==> src/rtl/uart_rx_decoder.sv <==
// rtl/uart_rx_decoder.sv - UART receive decoder, 8N1 (or 8E1 with UART_RX_PARITY_EN)
//
// Purpose:
//   Recovers bytes from the asynchronous rxd pin (LSB first, idle high) and
//   hands them to the downstream command/packet parser. Each good byte is
//   announced with a one-cycle rxValid strobe. A low stop bit raises a
//   one-cycle frameErr, and the decoder then waits for the line to go idle.
//
// Parameters:
//   BAUD_DIV  sysClk cycles per bit (>= 4)
//   CNT_W     baud counter width (2**CNT_W > BAUD_DIV)
//
// Ports:
//   sysClk     in   1  system clock, rising edge
//   rst        in   1  asynchronous active-high reset
//   rxEnable   in   1  receive enable; low aborts any frame and holds IDLE
//   uartRxd    in   1  serial input, asynchronous to sysClk
//   rxData     out  8  last good byte, held until the next good frame
//   rxValid    out  1  one-cycle strobe: rxData was just updated
//   frameErr   out  1  one-cycle strobe: stop bit sampled low
//   parityErr  out  1  one-cycle strobe: even-parity mismatch
//   rxBusy     out  1  decoder is not in IDLE
//
// Build option:
//   UART_RX_PARITY_EN  defined   -> 8E1 frames with a PARITY state
//                      undefined -> 8N1 frames, parityErr tied to 0

module uart_rx_decoder #(
  parameter int BAUD_DIV = 434,
  parameter int CNT_W    = 9
) (
  input  logic       sysClk,
  input  logic       rst,
  input  logic       rxEnable,
  input  logic       uartRxd,
  output logic [7:0] rxData,
  output logic       rxValid,
  output logic       frameErr,
  output logic       parityErr,
  output logic       rxBusy
);

  typedef enum logic [2:0] {
    ST_IDLE,
    ST_START,
    ST_DATA,
`ifdef UART_RX_PARITY_EN
    ST_PARITY,
`endif
    ST_STOP,
    ST_BREAK
  } state_t;

  // Counter value at the middle of the start bit, and at the end of a
  // bit period. Because the counter restarts from 0 at mid-start, each
  // later wrap lands in the middle of the following bit.
  localparam logic [CNT_W-1:0] CNT_HALF = CNT_W'(BAUD_DIV / 2 - 1);
  localparam logic [CNT_W-1:0] CNT_LAST = CNT_W'(BAUD_DIV - 1);

  state_t           state_q,     state_d;
  logic [CNT_W-1:0] baud_cnt_q,  baud_cnt_d;
  logic [2:0]       bit_idx_q,   bit_idx_d;
  logic [7:0]       sh_q,        sh_d;
  logic [7:0]       rx_data_q,   rx_data_d;
  logic             rx_valid_q,  rx_valid_d;
  logic             frame_err_q, frame_err_d;
  logic             rxd_meta_q,  rxd_meta_d;
  logic             rxd_s_q,     rxd_s_d;
`ifdef UART_RX_PARITY_EN
  logic             parity_err_q, parity_err_d;
  logic             par_bad_q,    par_bad_d;
`endif

  logic baud_tick;

  assign baud_tick = (baud_cnt_q == CNT_LAST);

  // Two-flop synchroniser; only rxd_s_q is seen by the FSM.
  always_comb begin
    rxd_meta_d = uartRxd;
    rxd_s_d    = rxd_meta_q;
  end

  always_comb begin
    state_d     = state_q;
    bit_idx_d   = bit_idx_q;
    sh_d        = sh_q;
    rx_data_d   = rx_data_q;
    rx_valid_d  = 1'b0;
    frame_err_d = 1'b0;
`ifdef UART_RX_PARITY_EN
    parity_err_d = 1'b0;
    par_bad_d    = par_bad_q;
`endif

    if (!rxEnable) begin
      // Disable aborts silently: no strobe, rxData keeps its value.
      state_d = ST_IDLE;
    end else begin
      case (state_q)
        ST_IDLE: begin
          if (!rxd_s_q) begin
            state_d = ST_START;
          end
        end

        ST_START: begin
          if (baud_cnt_q == CNT_HALF) begin
            if (rxd_s_q) begin
              // Line already back high at mid-start: treat as a glitch.
              state_d = ST_IDLE;
            end else begin
              state_d   = ST_DATA;
              bit_idx_d = 3'd0;
            end
          end
        end

        ST_DATA: begin
          if (baud_tick) begin
            sh_d      = {rxd_s_q, sh_q[7:1]};
            bit_idx_d = bit_idx_q + 3'd1;
            if (bit_idx_q == 3'd7) begin
`ifdef UART_RX_PARITY_EN
              state_d = ST_PARITY;
`else
              state_d = ST_STOP;
`endif
            end
          end
        end

`ifdef UART_RX_PARITY_EN
        ST_PARITY: begin
          if (baud_tick) begin
            // Even parity: data plus parity bit must hold an even number of ones.
            par_bad_d = ^{sh_q, rxd_s_q};
            state_d   = ST_STOP;
          end
        end
`endif

        ST_STOP: begin
          if (baud_tick) begin
            if (rxd_s_q) begin
              // Returning to IDLE at mid-stop lets a back-to-back start
              // edge at the end of the stop bit be caught.
              state_d = ST_IDLE;
`ifdef UART_RX_PARITY_EN
              if (par_bad_q) begin
                parity_err_d = 1'b1;
              end else begin
                rx_data_d  = sh_q;
                rx_valid_d = 1'b1;
              end
`else
              rx_data_d  = sh_q;
              rx_valid_d = 1'b1;
`endif
            end else begin
              // A bad stop bit takes precedence over any parity error.
              frame_err_d = 1'b1;
              state_d     = ST_BREAK;
            end
          end
        end

        ST_BREAK: begin
          // Hold here until the line idles so a long break gives one frameErr.
          if (rxd_s_q) begin
            state_d = ST_IDLE;
          end
        end

        default: begin
          state_d = ST_IDLE;
        end
      endcase
    end

    // Counter restarts on every state change, otherwise free-runs modulo BAUD_DIV.
    if ((state_d != state_q) || baud_tick) begin
      baud_cnt_d = '0;
    end else begin
      baud_cnt_d = baud_cnt_q + CNT_W'(1);
    end
  end

  always_ff @(posedge sysClk or posedge rst) begin
    if (rst) begin
      state_q     <= ST_IDLE;
      baud_cnt_q  <= '0;
      bit_idx_q   <= 3'd0;
      sh_q        <= 8'h00;
      rx_data_q   <= 8'h00;
      rx_valid_q  <= 1'b0;
      frame_err_q <= 1'b0;
      rxd_meta_q  <= 1'b1;
      rxd_s_q     <= 1'b1;
`ifdef UART_RX_PARITY_EN
      parity_err_q <= 1'b0;
      par_bad_q    <= 1'b0;
`endif
    end else begin
      state_q     <= state_d;
      baud_cnt_q  <= baud_cnt_d;
      bit_idx_q   <= bit_idx_d;
      sh_q        <= sh_d;
      rx_data_q   <= rx_data_d;
      rx_valid_q  <= rx_valid_d;
      frame_err_q <= frame_err_d;
      rxd_meta_q  <= rxd_meta_d;
      rxd_s_q     <= rxd_s_d;
`ifdef UART_RX_PARITY_EN
      parity_err_q <= parity_err_d;
      par_bad_q    <= par_bad_d;
`endif
    end
  end

  assign rxData   = rx_data_q;
  assign rxValid  = rx_valid_q;
  assign frameErr = frame_err_q;
  assign rxBusy   = (state_q != ST_IDLE);
`ifdef UART_RX_PARITY_EN
  assign parityErr = parity_err_q;
`else
  assign parityErr = 1'b0;
`endif

endmodule

==> config.mk <==
export PLATFORM = sky130hd
export DESIGN_NAME = uart_rx_decoder
export DESIGN_NICKNAME = d
export VERILOG_FILES = /design/src/rtl/uart_rx_decoder.sv
export SDC_FILE = /design/constraint.sdc
export NUM_CORES = 1
export LEC_CHECK = 0
export BUFFER_PORTS_ARGS = -buffer_cell sky130_fd_sc_hd__buf_2
export CAP_MARGIN = 40
export CORE_AREA = 2 2 65 67
export CTS_CLUSTER_SIZE = 20
export DETAILED_ROUTE_END_ITERATION = 6
export DIE_AREA = 0 0 67 69
export PLACE_DENSITY = 0.65
export SYNTH_ARGS = -nofsm -noshare
export SYNTH_HDL_FRONTEND = slang
export SYNTH_SLANG_ARGS = --single-unit
==> constraint.sdc <==
create_clock -name sysClk -period 2.5 [get_ports sysClk]
set_clock_uncertainty 0.05 [all_clocks]
set_input_delay 0.5 -clock sysClk [delete_from_list [all_inputs] [get_ports sysClk]]
set_output_delay 0.5 -clock sysClk [all_outputs]
set_load 0.02 [all_outputs]
==> flow_metrics.env, run 1 <==
export IMPL_power_frac_seq_pct=57.0
export IMPL_clk_latency_ns=0.28
export IMPL_grt_max_degree=36
export IMPL_crit_path_max_incr_delay_ns=0.40
export IMPL_ys_seq_area_share_pct=51.7
export IMPL_instances_no_fill=206
export IMPL_critical_path_class="flip-flop to flip-flop"
export IMPL_gp_congestion=0.862
export IMPL_dp_cells=198
export IMPL_ant_nets=0
export IMPL_required_ns=2.58
export IMPL_cts_hold_buf=0
export IMPL_status="completed"
export IMPL_rsz0062_at_grt="no"
export IMPL_power_frac_clock_pct=36.8
export IMPL_cp_max_fo=9
export IMPL_syn_cell_area_sq_mm=0.00170
export IMPL_drt_iter0_markers=11
export IMPL_hpwl_um=2020
export IMPL_cts_reportedPaths_clkPinSlew_ns=0.07
export IMPL_clock_sinks=35
export IMPL_ir_worst_vdd_v=0.000332
export IMPL_fin_util_pct=47.8
export IMPL_worstHoldPathType="primary input to async pin"
export IMPL_clockBufferDepth=2
export IMPL_cts_tree="done"
export IMPL_cp_arrival_ns=2.32
export IMPL_power_density_mw_per_mm2=558
export IMPL_postSynthCellCount=138
export IMPL_clock_root_buffer="clkbuf_8"
export IMPL_min_period_ns=2.24
export IMPL_first_pass_iters=4
export IMPL_drv_slew=0
export IMPL_setup_violations=0
export IMPL_maxCapViolations=0
export IMPL_post_place_ws_ns=0.276
export IMPL_via_per_inst=5.28
export IMPL_multi_input_area_sq_um=741
export IMPL_die_y_um=69
export IMPL_antenna_cells=0
export IMPL_ys_warn_count=0
export IMPL_ys_flop_type="dfrtp_1"
export IMPL_start_kind="flip-flop"
export IMPL_seq_area_sq_um=878
export IMPL_grt_pass1_wl_um=5110
export IMPL_grt_usage_pct=14.2
export IMPL_drc=0
export IMPL_cts_resized_gates=0
export IMPL_fin_crit_sh_pct=89.5
export IMPL_rrSetupSlack_ns=0.26
export IMPL_syn_nets=147
export IMPL_hold_viol_final=0
export IMPL_fin_setup_tns_ns=0
export IMPL_vias=1088
export IMPL_worstPathCellList="inv_1 > ha_1 > nand4bb_2 > or2_1 > o31ai_2 > or3_1 > a211oi_1"
export IMPL_p_sw_w=0.000247
export IMPL_cp_end_kind="flip-flop"
export IMPL_worst_slack_ns=0.263
export IMPL_p_leak_nw=0.893
export IMPL_combPwrFrac_pct=6.2
export IMPL_switching_share_pct=23.7
export IMPL_overflow=0
export IMPL_grt_pass1_vias=1128
export IMPL_num_rows=23
export IMPL_crit_path_top_delay_cell="dfrtp_1"
export IMPL_ys_async_sr_fraction_pct=100
export IMPL_ys_types=42
export IMPL_wl_per_cell_um=13.6
export IMPL_ioPinCount=16
export IMPL_intPower_w=0.000797
export IMPL_area_growth_pct=10.2
export IMPL_drive_gt1_share_pct=32.7
export IMPL_start_util_pct=43.4
export IMPL_h_tree_depth=2
export IMPL_synth_seq_cells=35
export IMPL_syn_avg_cell_area_sq_um=12.3
export IMPL_cts_setup_buffers=0
export IMPL_antenna_found_initial=0
export IMPL_cts_buffers=5
export IMPL_wl_um=2790
export IMPL_coreArea_sq_mm=0.00391
export IMPL_fmax_mhz=447
export IMPL_place_port_buffers=14
export IMPL_fp_dieW_um=67
export IMPL_nNetsFinal=164
export IMPL_die_area_sq_mm=0.00462
export IMPL_synth_edf_count=0
export IMPL_fillCellCount=389
[metrics by stage]
stage | instance area [sq um] | total power (W) | hold slack [ns]
final | 1870 | 0.00104 | 0.251
after detailed placement | 1790 | 0.000672 | 0.297
after CTS | 1870 | 0.00106 | 0.262
after global placement | 1790 | 0.000667 | 0.296
after global routing | 1870 | 0.00109 | 0.254
after floorplan | 1700 | 0.000657 | 0.295
[synthesized netlist by cell type, types with 2 or more instances]
cell type | n | area, sq um
a211oi_1 | 9 | 67.6
a21oi_1 | 3 | 15.0
a22o_1 | 2 | 17.5
buf_6 | 3 | 33.8
dfrtp_1 | 33 | 826
dfstp_2 | 2 | 52.6
ha_1 | 5 | 62.6
inv_1 | 5 | 18.8
mux2_1 | 2 | 22.5
mux2_2 | 15 | 169
nand2_1 | 6 | 22.5
nand3_1 | 4 | 20.0
nand4_1 | 2 | 12.5
nand4b_1 | 2 | 17.5
nor2_1 | 9 | 33.8
nor2b_1 | 2 | 12.5
o21ai_0 | 3 | 15.0
or3_1 | 2 | 12.5
xnor2_1 | 5 | 43.8
xor2_1 | 2 | 17.5
[metal layers]
layer	vias to the layer above	wire length, um	GRT usage [%]
met3	4	80	3.92
li1	522	-	-
met4	0	37	4.99
met5	-	0	0
met1	544	1260	17.3
met2	18	1420	23.5
[power by group through the flow]
stage	registers [W]	clock network, W	logic (W)
after CTS	0.000595	0.000396	0.0000662
after global placement	0.000605	0	0.0000621
after global routing	0.000596	0.000424	0.0000741
after detailed placement	0.000606	0	0.0000658
after floorplan	0.000600	0	0.0000573
final	0.000595	0.000385	0.0000647
[placed cells by master (no fill, tap or decap), types with 2 or more instances in the layout]
cell type,instances
xor2_1,2
a22o_1,2
a211oi_1,9
nand4_1,2
clkbuf_8,5
ha_1,5
buf_2,14
o21ai_0,3
nand4b_1,2
mux2_1,2
inv_1,5
dfstp_2,2
nand2_1,6
nor2b_1,2
nand3_1,4
buf_4,2
mux2_2,15
xnor2_1,5
a21oi_1,3
dfrtp_1,33
or3_1,2
nor2_1,9
[flip-flops by register name, indices dropped and copies added, names as in the netlist]
signal,cells
baud_cnt_q,9
state_q,3
bit_idx_q,3
rxData,8
rxd_meta_q,1
sh_q,8
frameErr,1
rxValid,1
rxd_s_q,1
[worst max-delay path: cells and delay by family (launching register included)]
kind / cells / cell delay (ns)
adder cells (fa/ha/maj): 1 / 0.17
buffers and inverters: 1 / 0.09
AND/OR/NAND/NOR: 3 / 0.87
flip-flops: 1 / 0.40
AO/OA/AOI/OAI: 2 / 0.50
[kinds of logic after synthesis]
kind of cell	after synthesis	synth area share, %
xor+xnor	7	3.61
mux	17	11.3
simple gates	39	14.2
buf+inv	11	4.64
compound gates	23	10.6
fa+ha+maj	5	3.68
other cells	1	0.221
flops	35	51.7
[final cells by class]
type	instances	area share [%]
Sequential cell	35	47.0
Multi-Input combinational cell	92	39.6
Timing Repair Buffer	16	4.55
Clock buffer	6	3.88
Tap cell	50	3.34
Inverter	5	1.00
Clock inverter	2	0.669
[path summary, 6_finish.rpt]
path,startpoint,end,cells after the start
setup / recovery,baud_cnt_q[1],baud_cnt_q[4],7
hold / removal,rst,baud_cnt_q[5],3
setup reg to reg,baud_cnt_q[1],baud_cnt_q[4],7
hold reg to reg,rxd_meta_q,rxd_s_q,0
max in group asynchronous,rst,rxd_s_q,3
min in group sysClk,uartRxd,rxd_meta_q,1
(Power assumes the default switching activity.)
==> inputs of run 2 (changes only) <==
- PLACE_DENSITY: 0.65 -> 0.72
==> run 2 against run 1 <==
Register-to-register slack gained 0.05 ns. Setup slack gained 0.048 ns. Clock-buffer cell count rose by 1. Final cell count stayed put. Critical path depth unchanged. Die area is the same. Sequential share of layout area decreased by 0.16 points. Maximum frequency rose by 2.2%. Largest cell class unchanged.
==> flow_metrics.env, run 2 (synthesized netlist as in run 1, its figures left out) <==
export IMPL_crit_buf_inv=1
export IMPL_tightest_slew_ns=0.517
export IMPL_final_common_cell="dfrtp_1"
export IMPL_fin_crit_sh_pct=87.6
export IMPL_design_area_sq_mm=0.00188
export IMPL_place_port_buffers=14
export IMPL_timing_rr_end="baud_cnt_q[5]"
export IMPL_r2r_start="baud_cnt_q[1]"
export IMPL_area_growth_pct=10.5
export IMPL_start_util_pct=43.4
export IMPL_clock_sinks=35
export IMPL_cts_buffers=5
export IMPL_status="completed"
export IMPL_worstPathCellList="inv_1 > ha_1 > nand4bb_2 > or2_1 > o31ai_2 > or3_1 > a211oi_1"
export IMPL_die_area_sq_mm=0.00462
export IMPL_power_density_mw_per_mm2=571
export IMPL_clock_root_buffer="clkbuf_8"
export IMPL_largest_reg_flops=9
export IMPL_start_kind="flip-flop"
export IMPL_fin_setup_tns_ns=0
export IMPL_drive_gt1_share_pct=32.7
export IMPL_die_y_um=69
export IMPL_dpl_cell_area_sq_mm=0.00179
export IMPL_path_delay_family="simple AND/OR/NAND/NOR gates"
export IMPL_cp_arrival_ns=2.28
export IMPL_ff2ff_path_depth=7
export IMPL_cts_reportedPaths_clkPinSlew_ns=0.07
export IMPL_coreArea_sq_mm=0.00391
export IMPL_crit_path_max_incr_delay_ns=0.40
export IMPL_cp_end_kind="flip-flop"
export IMPL_fmax_mhz=457
export IMPL_rrSetupSlack_ns=0.31
export IMPL_p_leak_nw=0.900
export IMPL_grt_pass1_vias=1082
export IMPL_setup_violations=0
export IMPL_first_pass_iters=4
export IMPL_clockBufferDepth=2
export IMPL_grt_pass1_wl_um=5060
export IMPL_fin_util_pct=48.0
export IMPL_overflow=0
export IMPL_worstHoldPathType="primary input to async pin"
export IMPL_maxCapViolations=0
export IMPL_cp_max_fo=9
export IMPL_cts_resized_gates=0
export IMPL_antenna_cells=0
export IMPL_fp_dieW_um=67
export IMPL_cts_hold_buf=0
export IMPL_required_ns=2.59
export IMPL_min_period_ns=2.19
export IMPL_drt_iter0_markers=10
export IMPL_grt_max_degree=36
export IMPL_h_tree_depth=2
export IMPL_maxSlewHeadroom_pct=65.6
export IMPL_wl_per_cell_um=13.7
export IMPL_ant_nets=0
export IMPL_vias=1086
export IMPL_drv_slew=0
export IMPL_grt_usage_pct=14.2
export IMPL_critical_path_class="flip-flop to flip-flop"
export IMPL_crit_path_top_delay_cell="dfrtp_1"
export IMPL_wl_um=2820
export IMPL_antenna_found_initial=0
export IMPL_clk_latency_ns=0.28
export IMPL_hpwl_um=1990
export IMPL_regMostFlops="baud_cnt_q"
export IMPL_gp_congestion=0.808
export IMPL_ioPinCount=16
export IMPL_drc=0
export IMPL_mostFrequentLayoutCells="33 x dfrtp_1, 15 x mux2_2, 14 x buf_2, 9 x nor2_1, 9 x a211oi_1"
export IMPL_hold_viol_final=0
export IMPL_cts_setup_buffers=0
export IMPL_rsz0062_at_grt="no"
export IMPL_ir_worst_vdd_v=0.000361
export IMPL_via_per_inst=5.27
export IMPL_nNetsFinal=164
export IMPL_cts_tree="done"
export IMPL_num_rows=23
-- run 2: cell types whose count changed in the layout (fill, tap and decap cells not counted), sizes merged --
cell | previous run | this run
clkbuf | 6 | 7
clkinvlp | 1 | 0
-- run 2: report_power, final --
| group | total (W) | internal (W) | switching, W | leakage (nW) |
|---|---|---|---|---|
| clock | 0.000413 | 0.000222 | 0.000191 | 0.0482 |
| combinational | 0.0000620 | 0.0000229 | 0.0000392 | 0.374 |
| sequential | 0.000596 | 0.000579 | 0.0000167 | 0.478 |
| total | 0.00107 | 0.000824 | 0.000247 | 0.900 |
-- run 2: worst reg2reg max path, cell delays in order (launching register included) --
cell	delay (ns)
dfrtp_1	0.40
inv_1	0.08
ha_1	0.16
nand4bb_2	0.14
or2_1	0.35
o31ai_2	0.39
or3_1	0.34
a211oi_1	0.14
-- run 2: how the worst max path moves through the flow --
| stage | slack, ns | endpoint | depth (start not counted) | startpoint |
|---|---|---|---|---|
| finish | 0.31 | baud_cnt_q[5] | 7 | baud_cnt_q[1] |
| global route | 0.12 | baud_cnt_q[0] | 7 | baud_cnt_q[1] |
| CTS | 0.31 | baud_cnt_q[5] | 7 | baud_cnt_q[1] |
| detailed placement | 0.32 | baud_cnt_q[5] | 7 | baud_cnt_q[1] |
| global placement | 0.44 | rxData[5] | 6 | baud_cnt_q[1] |
| floorplan | 0.52 | sh_q[0] | 8 | baud_cnt_q[1] |
-- run 2: metal layers --
metal	track usage, %	wire (um)	vias to the layer above	share of wire [%]
li1	-	-	523	-
met1	18.8	1270	538	45
met2	21.9	1390	17	49
met3	3.43	94	8	3.3
met4	6.12	58	0	2.1
met5	0	0	-	0
-- run 2: layout make-up --
cell class,count,area (sq um)
multi-input cells,92,741
flip-flops and latches,35,878
well taps,50,62.6
inverters,5,18.8
repair buffers,16,85.1
fillers,372,2040
clock inverters,1,5.00
clock buffers,7,86.3
-- run 2: through the flow --
stage / hold slack [ns] / power, W / setup slack (ns) / std cells
2_1_floorplan: 0.295 / 0.000657 / 0.521 / 138
3_3_place_gp: 0.296 / 0.000665 / 0.441 / 198
3_5_place_dp: 0.299 / 0.000669 / 0.325 / 198
4_1_cts: 0.257 / 0.00109 / 0.313 / 206
5_1_grt: 0.247 / 0.00113 / 0.119 / 206
6_report: 0.245 / 0.00107 / 0.310 / 206
==> inputs of run 3 (changes only) <==
- GPL_TIMING_DRIVEN: not set -> 0
==> run 3 against run 2 <==
Die area did not move. Maximum frequency down 1.3%. Sequential power decreased by 0.7%. Clock-buffer cell count fell by 1. Sequential share of layout area fell by 2.0 points. Via count grew 1.9%. Global-route usage increased by 0.76 points. First-iteration DRC count grew to 3.1 times the previous value. Final cell count increased by 1.9%. Core utilization is 2.1 points higher. Flip-flop and latch count did not move. Critical path depth grew 1. Critical path type unchanged. Largest power group unchanged. Highest routed layer unchanged.
==> flow_metrics.env, run 3 (synthesized netlist as in run 1, its figures left out) <==
export IMPL_status="completed"
export IMPL_cts_buffers=5
export IMPL_switching_share_pct=21.7
export IMPL_ant_nets=0
export IMPL_drive_gt1_share_pct=34.4
export IMPL_area_growth_pct=15.5
export IMPL_die_y_um=69
export IMPL_cp_max_fo=10
export IMPL_ir_worst_vdd_v=0.000428
export IMPL_overflow=0
export IMPL_grt_usage_pct=15.0
export IMPL_vias=1107
export IMPL_rrSetupSlack_ns=0.28
export IMPL_via_per_inst=5.27
export IMPL_critPathCapture="sh_q[3]"
export IMPL_finalPower_w=0.00116
export IMPL_clock_root_buffer="clkbuf_8"
export IMPL_power_frac_clock_pct=41.6
export IMPL_final_common_cell="dfrtp_1"
export IMPL_fin_crit_sh_pct=88.8
export IMPL_clock_sinks=35
export IMPL_cp_end_kind="flip-flop"
export IMPL_num_rows=23
export IMPL_maxSlewHeadroom_pct=51.3
export IMPL_worstHoldPathType="primary input to flip-flop"
export IMPL_maxCapViolations=0
export IMPL_drc=0
export IMPL_coreArea_sq_mm=0.00391
export IMPL_antenna_cells=0
export IMPL_intPower_w=0.000905
export IMPL_fmax_mhz=451
export IMPL_regMostFlops="baud_cnt_q"
export IMPL_grt_max_degree=20
export IMPL_start_util_pct=43.4
export IMPL_startpoint="baud_cnt_q[1]"
export IMPL_clk_latency_ns=0.28
export IMPL_clockBufferDepth=2
export IMPL_rsz0062_at_grt="no"
export IMPL_antenna_found_initial=0
export IMPL_mostFrequentLayoutCells="33 x dfrtp_1, 15 x buf_2, 15 x mux2_2, 9 x nor2_1, 9 x a211oi_1"
export IMPL_gp_congestion=0.745
export IMPL_drv_slew=0
export IMPL_p_leak_nw=0.942
export IMPL_timing_rr_end="sh_q[3]"
export IMPL_tightest_slew_ns=0.730
export IMPL_wl_um=3100
export IMPL_cts_resized_gates=0
export IMPL_largest_reg_flops=9
export IMPL_grt_pass1_wl_um=5310
export IMPL_h_tree_depth=2
export IMPL_r2r_start="baud_cnt_q[1]"
export IMPL_power_density_mw_per_mm2=590
export IMPL_power_frac_seq_pct=51.2
export IMPL_hold_viol_final=0
export IMPL_critical_path_class="flip-flop to flip-flop"
export IMPL_cp_arrival_ns=2.33
export IMPL_min_period_ns=2.22
export IMPL_hpwl_um=2180
export IMPL_fin_setup_tns_ns=0
export IMPL_combPwrFrac_pct=7.1
export IMPL_cts_hold_buf=0
export IMPL_p_sw_w=0.000251
export IMPL_ff2ff_path_depth=8
export IMPL_grt_pass1_vias=1161
export IMPL_cts_tree="done"
export IMPL_place_port_buffers=14
export IMPL_nNetsFinal=169
export IMPL_cts_setup_buffers=0
export IMPL_setup_violations=0
export IMPL_wl_per_cell_um=14.8
export IMPL_start_kind="flip-flop"
export IMPL_first_pass_iters=4
export IMPL_cts_reportedPaths_clkPinSlew_ns=0.06
export IMPL_die_area_sq_mm=0.00462
export IMPL_required_ns=2.61
export IMPL_holdWs_ns=0.268
export IMPL_ioPinCount=16
export IMPL_drt_iter0_markers=31
export IMPL_fp_dieW_um=67
==> run 3: cell count changes in the layout (fill, tap and decap cells not counted) <==
cell and delta:
buf_6 +3, buf_16 +1, buf_2 +1, buf_4 -1
bufinv_16 +1, clkinv_2 -1
==> run 3: final cells by class <==
| class | instances | area (sq um) |
|---|---|---|
| fill | 373 | 1950 |
| timing repair buffer | 15 | 97.6 |
| tap | 50 | 62.6 |
| multi-input combinational | 92 | 741 |
| sequential | 35 | 878 |
| buffer | 6 | 60.1 |
| inverter | 5 | 18.8 |
| clock inverter | 1 | 30.0 |
| clock buffer | 6 | 72.6 |
==> run 3: power groups by stage <==
| stage | sequential (W) | combinational [W] | clock [W] |
|---|---|---|---|
| after floorplan | 0.000600 | 0.0000573 | 0 |
| after global placement | 0.000602 | 0.0000710 | 0 |
| after detailed placement | 0.000603 | 0.0000810 | 0 |
| after CTS | 0.000592 | 0.0000842 | 0.000494 |
| after global routing | 0.000595 | 0.0000927 | 0.000523 |
| final | 0.000592 | 0.0000825 | 0.000481 |
==> run 3: worst min-delay path by stage <==
stage	slack (ns)	cells after the start	to	from
after floorplan	0.30	0	rxd_s_q	rxd_meta_q
after global placement	0.30	0	rxd_s_q	rxd_meta_q
after detailed placement	0.30	0	rxd_s_q	rxd_meta_q
after CTS	0.25	1	rxd_meta_q	uartRxd
after global routing	0.25	1	rxd_meta_q	uartRxd
final	0.27	1	rxd_meta_q	uartRxd
==> run 3: routing by layer <==
layer / global-route usage (%) / up-vias / wire [um]
met1: 17.7 / 556 / 1300
met2: 25.5 / 20 / 1690
li1: - / 529 / -
met4: 5.22 / 0 / 10
met3: 4.08 / 2 / 95
met5: 0 / - / 0
==> run 3: worst max-delay path, cell delays in order (launching register included) <==
cell	delay, ns
dfrtp_1	0.40
inv_1	0.09
ha_1	0.17
nand4bb_2	0.14
or2_1	0.25
buf_6	0.14
nor3_2	0.21
buf_2	0.28
mux2_2	0.37
==> run 3: metrics by stage <==
step	instance area, sq um	std cells	util, %	setup slack, ns
3_5_place_dp	1860	203	47.5	0.295
2_1_floorplan	1700	138	-	0.521
4_1_cts	1960	210	50.1	0.279
5_1_grt	1960	210	50.1	0.180
6_report	1960	210	50.1	0.281
3_3_place_gp	1830	202	46.8	0.382
